### src/rtl/ctrl_pkg.sv
// Shared encodings for the multi-cycle RV32I controller:
// FSM states, opcodes, ALU codes and datapath mux selects.
package ctrl_pkg;

    typedef enum logic [3:0] {
        S_FETCH    = 4'd0,
        S_DECODE   = 4'd1,
        S_MEMADR   = 4'd2,
        S_MEMREAD  = 4'd3,
        S_MEMWB    = 4'd4,
        S_MEMWRITE = 4'd5,
        S_EXECUTER = 4'd6,
        S_ALUWB    = 4'd7,
        S_EXECUTEI = 4'd8,
        S_JAL      = 4'd9,
        S_BEQ      = 4'd10
    } state_e;

    localparam logic [6:0] OP_LOAD  = 7'b0000011;
    localparam logic [6:0] OP_STORE = 7'b0100011;
    localparam logic [6:0] OP_RTYPE = 7'b0110011;
    localparam logic [6:0] OP_ITYPE = 7'b0010011;
    localparam logic [6:0] OP_JAL   = 7'b1101111;
    localparam logic [6:0] OP_BEQ   = 7'b1100011;

    localparam logic [2:0] ALU_ADD = 3'b000;
    localparam logic [2:0] ALU_SUB = 3'b001;
    localparam logic [2:0] ALU_AND = 3'b010;
    localparam logic [2:0] ALU_OR  = 3'b110;
    localparam logic [2:0] ALU_SLT = 3'b101;

    typedef enum logic [1:0] {
        ALUOP_ADD   = 2'b00,
        ALUOP_SUB   = 2'b01,
        ALUOP_FUNCT = 2'b10
    } aluop_e;

    localparam logic [1:0] RES_ALUOUT    = 2'b00;
    localparam logic [1:0] RES_DATA      = 2'b01;
    localparam logic [1:0] RES_ALURESULT = 2'b10;

    localparam logic [1:0] SRCA_PC    = 2'b00;
    localparam logic [1:0] SRCA_OLDPC = 2'b01;
    localparam logic [1:0] SRCA_RD1   = 2'b10;

    localparam logic [1:0] SRCB_RD2  = 2'b00;
    localparam logic [1:0] SRCB_IMM  = 2'b01;
    localparam logic [1:0] SRCB_FOUR = 2'b10;

    localparam logic [1:0] IMM_I = 2'b00;
    localparam logic [1:0] IMM_S = 2'b01;
    localparam logic [1:0] IMM_B = 2'b10;
    localparam logic [1:0] IMM_J = 2'b11;

endpackage

### src/rtl/alu_decoder.sv
// ALU control decode: ALUOp plus instruction fields -> ALUControl.
// Ports: alu_op, funct3, op5, funct7b5 in; alu_control out.
module alu_decoder
    import ctrl_pkg::*;
(
    input  aluop_e      alu_op,
    input  logic [2:0]  funct3,
    input  logic        op5,
    input  logic        funct7b5,
    output logic [2:0]  alu_control
);

    always_comb begin
        alu_control = ALU_ADD;
        case (alu_op)
            ALUOP_ADD: alu_control = ALU_ADD;
            ALUOP_SUB: alu_control = ALU_SUB;
            ALUOP_FUNCT: begin
                case (funct3)
                    // sub only for R-type with funct7[5] set;
                    // addi never subtracts
                    3'b000:  alu_control = (op5 & funct7b5)
                                         ? ALU_SUB : ALU_ADD;
                    3'b010:  alu_control = ALU_SLT;
                    3'b110:  alu_control = ALU_OR;
                    3'b111:  alu_control = ALU_AND;
                    default: alu_control = ALU_ADD;
                endcase
            end
            default: alu_control = ALU_ADD;
        endcase
    end

endmodule

### src/rtl/control_unit.sv
// Multi-cycle RV32I control FSM driving datapath muxes and enables.
// Ports: clk, resetn, op/funct3/funct7b5/Zero in; mux selects,
// write enables, illegal pulse and debug state_o out.
module control_unit
    import ctrl_pkg::*;
(
    input  logic       clk,
    input  logic       resetn,
    input  logic [6:0] op,
    input  logic [2:0] funct3,
    input  logic       funct7b5,
    input  logic       Zero,
    output logic       PCWrite,
    output logic       AdrSrc,
    output logic       MemWrite,
    output logic       IRWrite,
    output logic [1:0] ResultSrc,
    output logic [1:0] ALUSrcA,
    output logic [1:0] ALUSrcB,
    output logic [2:0] ALUControl,
    output logic [1:0] ImmSrc,
    output logic       RegWrite,
    output logic       illegal,
    output logic [3:0] state_o
);

    state_e     state_q;
    state_e     state_d;
    aluop_e     alu_op;
    logic       pc_update;
    logic       branch;
    logic       adr_src;
    logic       mem_write;
    logic       ir_write;
    logic       reg_write;
    logic       illegal_dec;
    logic [1:0] result_src;
    logic [1:0] src_a;
    logic [1:0] src_b;

    always_ff @(posedge clk) begin
        if (!resetn) begin
            state_q <= S_FETCH;
        end else begin
            state_q <= state_d;
        end
    end

    always_comb begin
        state_d     = S_FETCH;
        alu_op      = ALUOP_ADD;
        pc_update   = 1'b0;
        branch      = 1'b0;
        adr_src     = 1'b0;
        mem_write   = 1'b0;
        ir_write    = 1'b0;
        reg_write   = 1'b0;
        illegal_dec = 1'b0;
        result_src  = RES_ALUOUT;
        src_a       = SRCA_PC;
        src_b       = SRCB_RD2;
        case (state_q)
            S_FETCH: begin
                ir_write   = 1'b1;
                src_a      = SRCA_PC;
                src_b      = SRCB_FOUR;
                result_src = RES_ALURESULT;
                pc_update  = 1'b1;
                state_d    = S_DECODE;
            end
            S_DECODE: begin
                // ALU forms OldPC+imm so BEQ/JAL have a target
                src_a = SRCA_OLDPC;
                src_b = SRCB_IMM;
                case (op)
                    OP_LOAD,
                    OP_STORE: state_d = S_MEMADR;
                    OP_RTYPE: state_d = S_EXECUTER;
                    OP_ITYPE: state_d = S_EXECUTEI;
                    OP_JAL:   state_d = S_JAL;
                    OP_BEQ:   state_d = S_BEQ;
                    default: begin
                        state_d     = S_FETCH;
                        illegal_dec = 1'b1;
                    end
                endcase
            end
            S_MEMADR: begin
                src_a   = SRCA_RD1;
                src_b   = SRCB_IMM;
                state_d = op[5] ? S_MEMWRITE : S_MEMREAD;
            end
            S_MEMREAD: begin
                result_src = RES_ALUOUT;
                adr_src    = 1'b1;
                state_d    = S_MEMWB;
            end
            S_MEMWB: begin
                result_src = RES_DATA;
                reg_write  = 1'b1;
                state_d    = S_FETCH;
            end
            S_MEMWRITE: begin
                result_src = RES_ALUOUT;
                adr_src    = 1'b1;
                mem_write  = 1'b1;
                state_d    = S_FETCH;
            end
            S_EXECUTER: begin
                src_a   = SRCA_RD1;
                src_b   = SRCB_RD2;
                alu_op  = ALUOP_FUNCT;
                state_d = S_ALUWB;
            end
            S_ALUWB: begin
                result_src = RES_ALUOUT;
                reg_write  = 1'b1;
                state_d    = S_FETCH;
            end
            S_EXECUTEI: begin
                src_a   = SRCA_RD1;
                src_b   = SRCB_IMM;
                alu_op  = ALUOP_FUNCT;
                state_d = S_ALUWB;
            end
            S_JAL: begin
                // PC <- target (ALUOut); rd <- OldPC+4
                src_a      = SRCA_OLDPC;
                src_b      = SRCB_FOUR;
                result_src = RES_ALUOUT;
                pc_update  = 1'b1;
                state_d    = S_ALUWB;
            end
            S_BEQ: begin
                src_a      = SRCA_RD1;
                src_b      = SRCB_RD2;
                alu_op     = ALUOP_SUB;
                result_src = RES_ALUOUT;
                branch     = 1'b1;
                state_d    = S_FETCH;
            end
            default: begin
                state_d = S_FETCH;
            end
        endcase
    end

    alu_decoder u_alu_dec (
        .alu_op      (alu_op),
        .funct3      (funct3),
        .op5         (op[5]),
        .funct7b5    (funct7b5),
        .alu_control (ALUControl)
    );

    always_comb begin
        case (op)
            OP_STORE: ImmSrc = IMM_S;
            OP_BEQ:   ImmSrc = IMM_B;
            OP_JAL:   ImmSrc = IMM_J;
            default:  ImmSrc = IMM_I;
        endcase
    end

    // Enables are gated by resetn so an aborted instruction
    // cannot commit anything during the reset cycle.
    assign PCWrite   = resetn & (pc_update | (branch & Zero));
    assign MemWrite  = resetn & mem_write;
    assign IRWrite   = resetn & ir_write;
    assign RegWrite  = resetn & reg_write;
    assign illegal   = resetn & illegal_dec;
    assign AdrSrc    = adr_src;
    assign ResultSrc = result_src;
    assign ALUSrcA   = src_a;
    assign ALUSrcB   = src_b;
    assign state_o   = state_q;

endmodule

### config.mk
export PLATFORM = sky130hd
export DESIGN_NAME = control_unit
export DESIGN_NICKNAME = d
export VERILOG_FILES = /design/src/rtl/ctrl_pkg.sv /design/src/rtl/alu_decoder.sv /design/src/rtl/control_unit.sv
export SDC_FILE = /design/constraint.sdc
export NUM_CORES = 1
export LEC_CHECK = 0
export CAP_MARGIN = 10
export CORE_MARGIN = 5
export CORE_UTILIZATION = 38
export CTS_CLUSTER_SIZE = 10
export DETAILED_ROUTE_END_ITERATION = 16
export PLACE_DENSITY = 0.83
export SETUP_SLACK_MARGIN = 0.2
export SLEW_MARGIN = 20
export SYNTH_ARGS = -nofsm -noshare
export SYNTH_HDL_FRONTEND = slang
export SYNTH_SLANG_ARGS = --single-unit
### constraint.sdc
create_clock -name clk -period 7.1 [get_ports clk]
set_clock_uncertainty 0.05 [all_clocks]
set_input_delay 2.13 -clock clk [delete_from_list [all_inputs] [get_ports clk]]
set_output_delay 2.13 -clock clk [all_outputs]
set_load 0.01 [all_outputs]
==> impl_metrics.py <==
metrics = {
    "run_status": {
        "outcome": "complete, no violations",
    },
    "cts": {
        "cts_resized": 0,
        "holdBufCountCts": 0,
        "post_cts_buffers": 0,
        "cts.reportedPaths.clkPinSlew_ns": 0.04,
        "h-tree-depth": 1,
        "cts_tree": "done",
        "cts-root-buf": "clkbuf_4",
        "clk_latency_ns": 0.24,
        "clock-sinks": 4,
        "cts_max_path_buffers": 2,
        "cts_made_buffers": 3,
    },
    "detailed_routing": {
        "drc": 0,
        "drtIter0Drc": 6,
        "wl_per_cell_um": 13.1,
        "vias_per_cell": 5.43,
        "dr.pass1.iters": 4,
        "ant_nets": 0,
        "finalWirelength_um": 1700,
        "via_count": 701,
    },
    "yosys": {
        "synthFlopType": "dfxtp_1",
        "syn-instance-count": 81,
        "syn_nets": 97,
        "ys_async_sr_fraction_pct": 0,
        "syn_area_um2": 557,
        "synth.distinct_cells": 37,
        "synth_seq_area_share_pct": 14.4,
        "yosysWarnings": 0,
        "postSynthAreaPerCell_um2": 6.87,
        "synth_edf_count": 0,
        "ys_ff_latch": 4,
    },
    "sta": {
        "fin_ws_ns": 0.926,
        "worstMarginPinSlew_ns": 0.620,
        "fin_tns_setup_ns": 0,
        "finalCritPeriodShare_pct": 87.0,
        "rsz0062_at_grt": "false",
        "maxSlewViolCount": 0,
        "setup_viol": 0,
        "final.min_clock_period_ns": 6.17,
        "fmax_mhz": 162,
        "maxSlewHeadroom_pct": 58.1,
        "hold_viol_final": 0,
    },
    "power": {
        "comb_power_share_pct": 35.8,
        "p_int_uw": 60.4,
        "power_frac_seq_pct": 30.5,
        "p_leak_uw": 0.000318,
        "power_frac_clock_pct": 33.7,
        "switching_share_pct": 28.0,
        "power_switching_uw": 23.4,
        "ir_drop_v": 0.000109,
        "pwr_density_cell_nw_per_um2": 90.8,
    },
    "place": {
        "place_congestion": 0.816,
        "port_buffers": 34,
        "dpl.hpwl_um": 1370,
        "preCtsSetupSlack_ns": 0.925,
    },
    "worst_setup_path": {
        "critPathLaunch": "op[5]",
        "arrival_ns": 3.99,
        "cp.required_ns": 4.92,
        "reg2reg_slack_ns": 5.28,
        "critPathMaxFanout": 9,
        "cp-end-kind": "output port",
        "regToRegStartpoint": "state_o[0]",
        "startpoint_type": "input pin",
        "crit_type": "in -> out",
    },
    "floorplanning": {
        "floorplan.die.height_um": 48.3,
        "die_w_um": 48.3,
        "initial_core_util_pct": 41.2,
        "num_rows": 13,
        "ioPinCount": 35,
        "core_area_um2": 1350,
        "die_area_um2": 2330,
    },
    "final_layout": {
        "largest_reg_flops": 4,
        "syn_to_final_growth_pct": 65.8,
        "nets": 132,
        "drive_above_1_share_pct": 3.51,
        "antenna_cells": 0,
        "n_fill_cell": 128,
    },
    "grt": {
        "grt_pass1_wl_um": 2640,
        "grt.total_usage_pct": 16.2,
        "gr-total-overflow": 0,
        "grt_max_degree": 19,
        "grt_pass1_vias": 637,
        "antenna_found_initial": 0,
    },
    "hold_path": {
        "hold_class": "reg -> reg",
        "min_from": "state_o[3]",
    },
    "flow_run": {
        "cap_violations": 0,
    },
}
## Yosys cell counts (3+ instances only)
| cell type | n | area share (%) |
|---|---|---|
| nor2b_1 | 3 | 3.4 |
| nand2b_1 | 4 | 4.5 |
| nor2_1 | 8 | 5.4 |
| and2_1 | 3 | 3.4 |
| o21ai_0 | 3 | 2.7 |
| a21oi_1 | 4 | 3.6 |
| nand2_1 | 7 | 4.7 |
| a31oi_1 | 3 | 3.4 |
| clkbuf_1 | 3 | 2.0 |
| dfxtp_1 | 4 | 14 |
| inv_1 | 4 | 2.7 |
## stage by stage
step / util, % / total power [µW] / cell area, µm² / instances / hold WS, ns
detailed placement: 66.7 / 55.9 / 901 / 126 / 0.696
global placement: 66.7 / 55.2 / 901 / 126 / 0.687
CTS: 68.4 / 84.1 / 923 / 129 / 0.706
global route: 68.4 / 89.8 / 923 / 129 / 0.758
finish: 68.4 / 83.8 / 923 / 129 / 0.714
floorplan: - / 37.1 / 557 / 81 / 0.596
## area by class of cell
cell class,instances,area (µm²),share of cell area (%)
timing repair buffer,34,340,36.9
inverter,4,15.0,1.63
sequential,4,80.1,8.67
multi-input combinational,69,447,48.4
clock buffer,3,22.5,2.44
tap,15,18.8,2.03
## cell usage in the layout (no fill, tap or decap), drive strengths merged, types with 2 or more instances in the layout
cell and n:
a211o 2, a21o 2, a21oi 4, a31oi 3, and2 3, clkbuf 3
clkdlybuf4s50 34, dfxtp 4, ha 2, inv 4, nand2 7, nand2b 4
nand3b 2, nor2 8, nor2b 3, nor3b 2, nor4 2, nor4bb 2
o211ai 2, o21ai 3, xor2 2
## worst max-delay path, cell delays in order
cell,delay [ns]
clkdlybuf4s50_1,0.59
or2b_1,0.29
or3_1,0.40
inv_1,0.06
clkdlybuf4s50_1,0.53
## path summary, 6_finish.rpt
check,cells past startpoint,end
max,5,ImmSrc[1]
max reg2reg,3,state_o[1]
min reg2reg,2,state_o[1]
min,2,state_o[1]
## cells by family after synthesis
kind of cell             synth area share (%)
AO/OA/AOI/OAI                            24.0
XOR/XNOR                                 4.72
adder cells (fa/ha/maj)                  4.49
buffers and inverters                    5.39
flip-flops                               14.4
AND/OR/NAND/NOR                          47.0
## layer usage
layer | GRT usage [%] | part of all wire [%]
met1 | 21.1 | 47
met2 | 25.8 | 47
met3 | 5.54 | 5.5
met4 | 3.23 | 1.0
met5 | 0 | 0
## power groups by stage
| stage | registers, µW | logic [µW] | clock network [µW] |
|---|---|---|---|
| finish | 25.6 | 30.0 | 28.3 |
| global route | 25.8 | 32.4 | 31.5 |
| CTS | 25.5 | 30.2 | 28.5 |
| detailed placement | 25.8 | 30.0 | 0 |
| global placement | 25.8 | 29.4 | 0 |
| floorplan | 24.6 | 12.5 | 0 |
(Power assumes the default switching activity.)
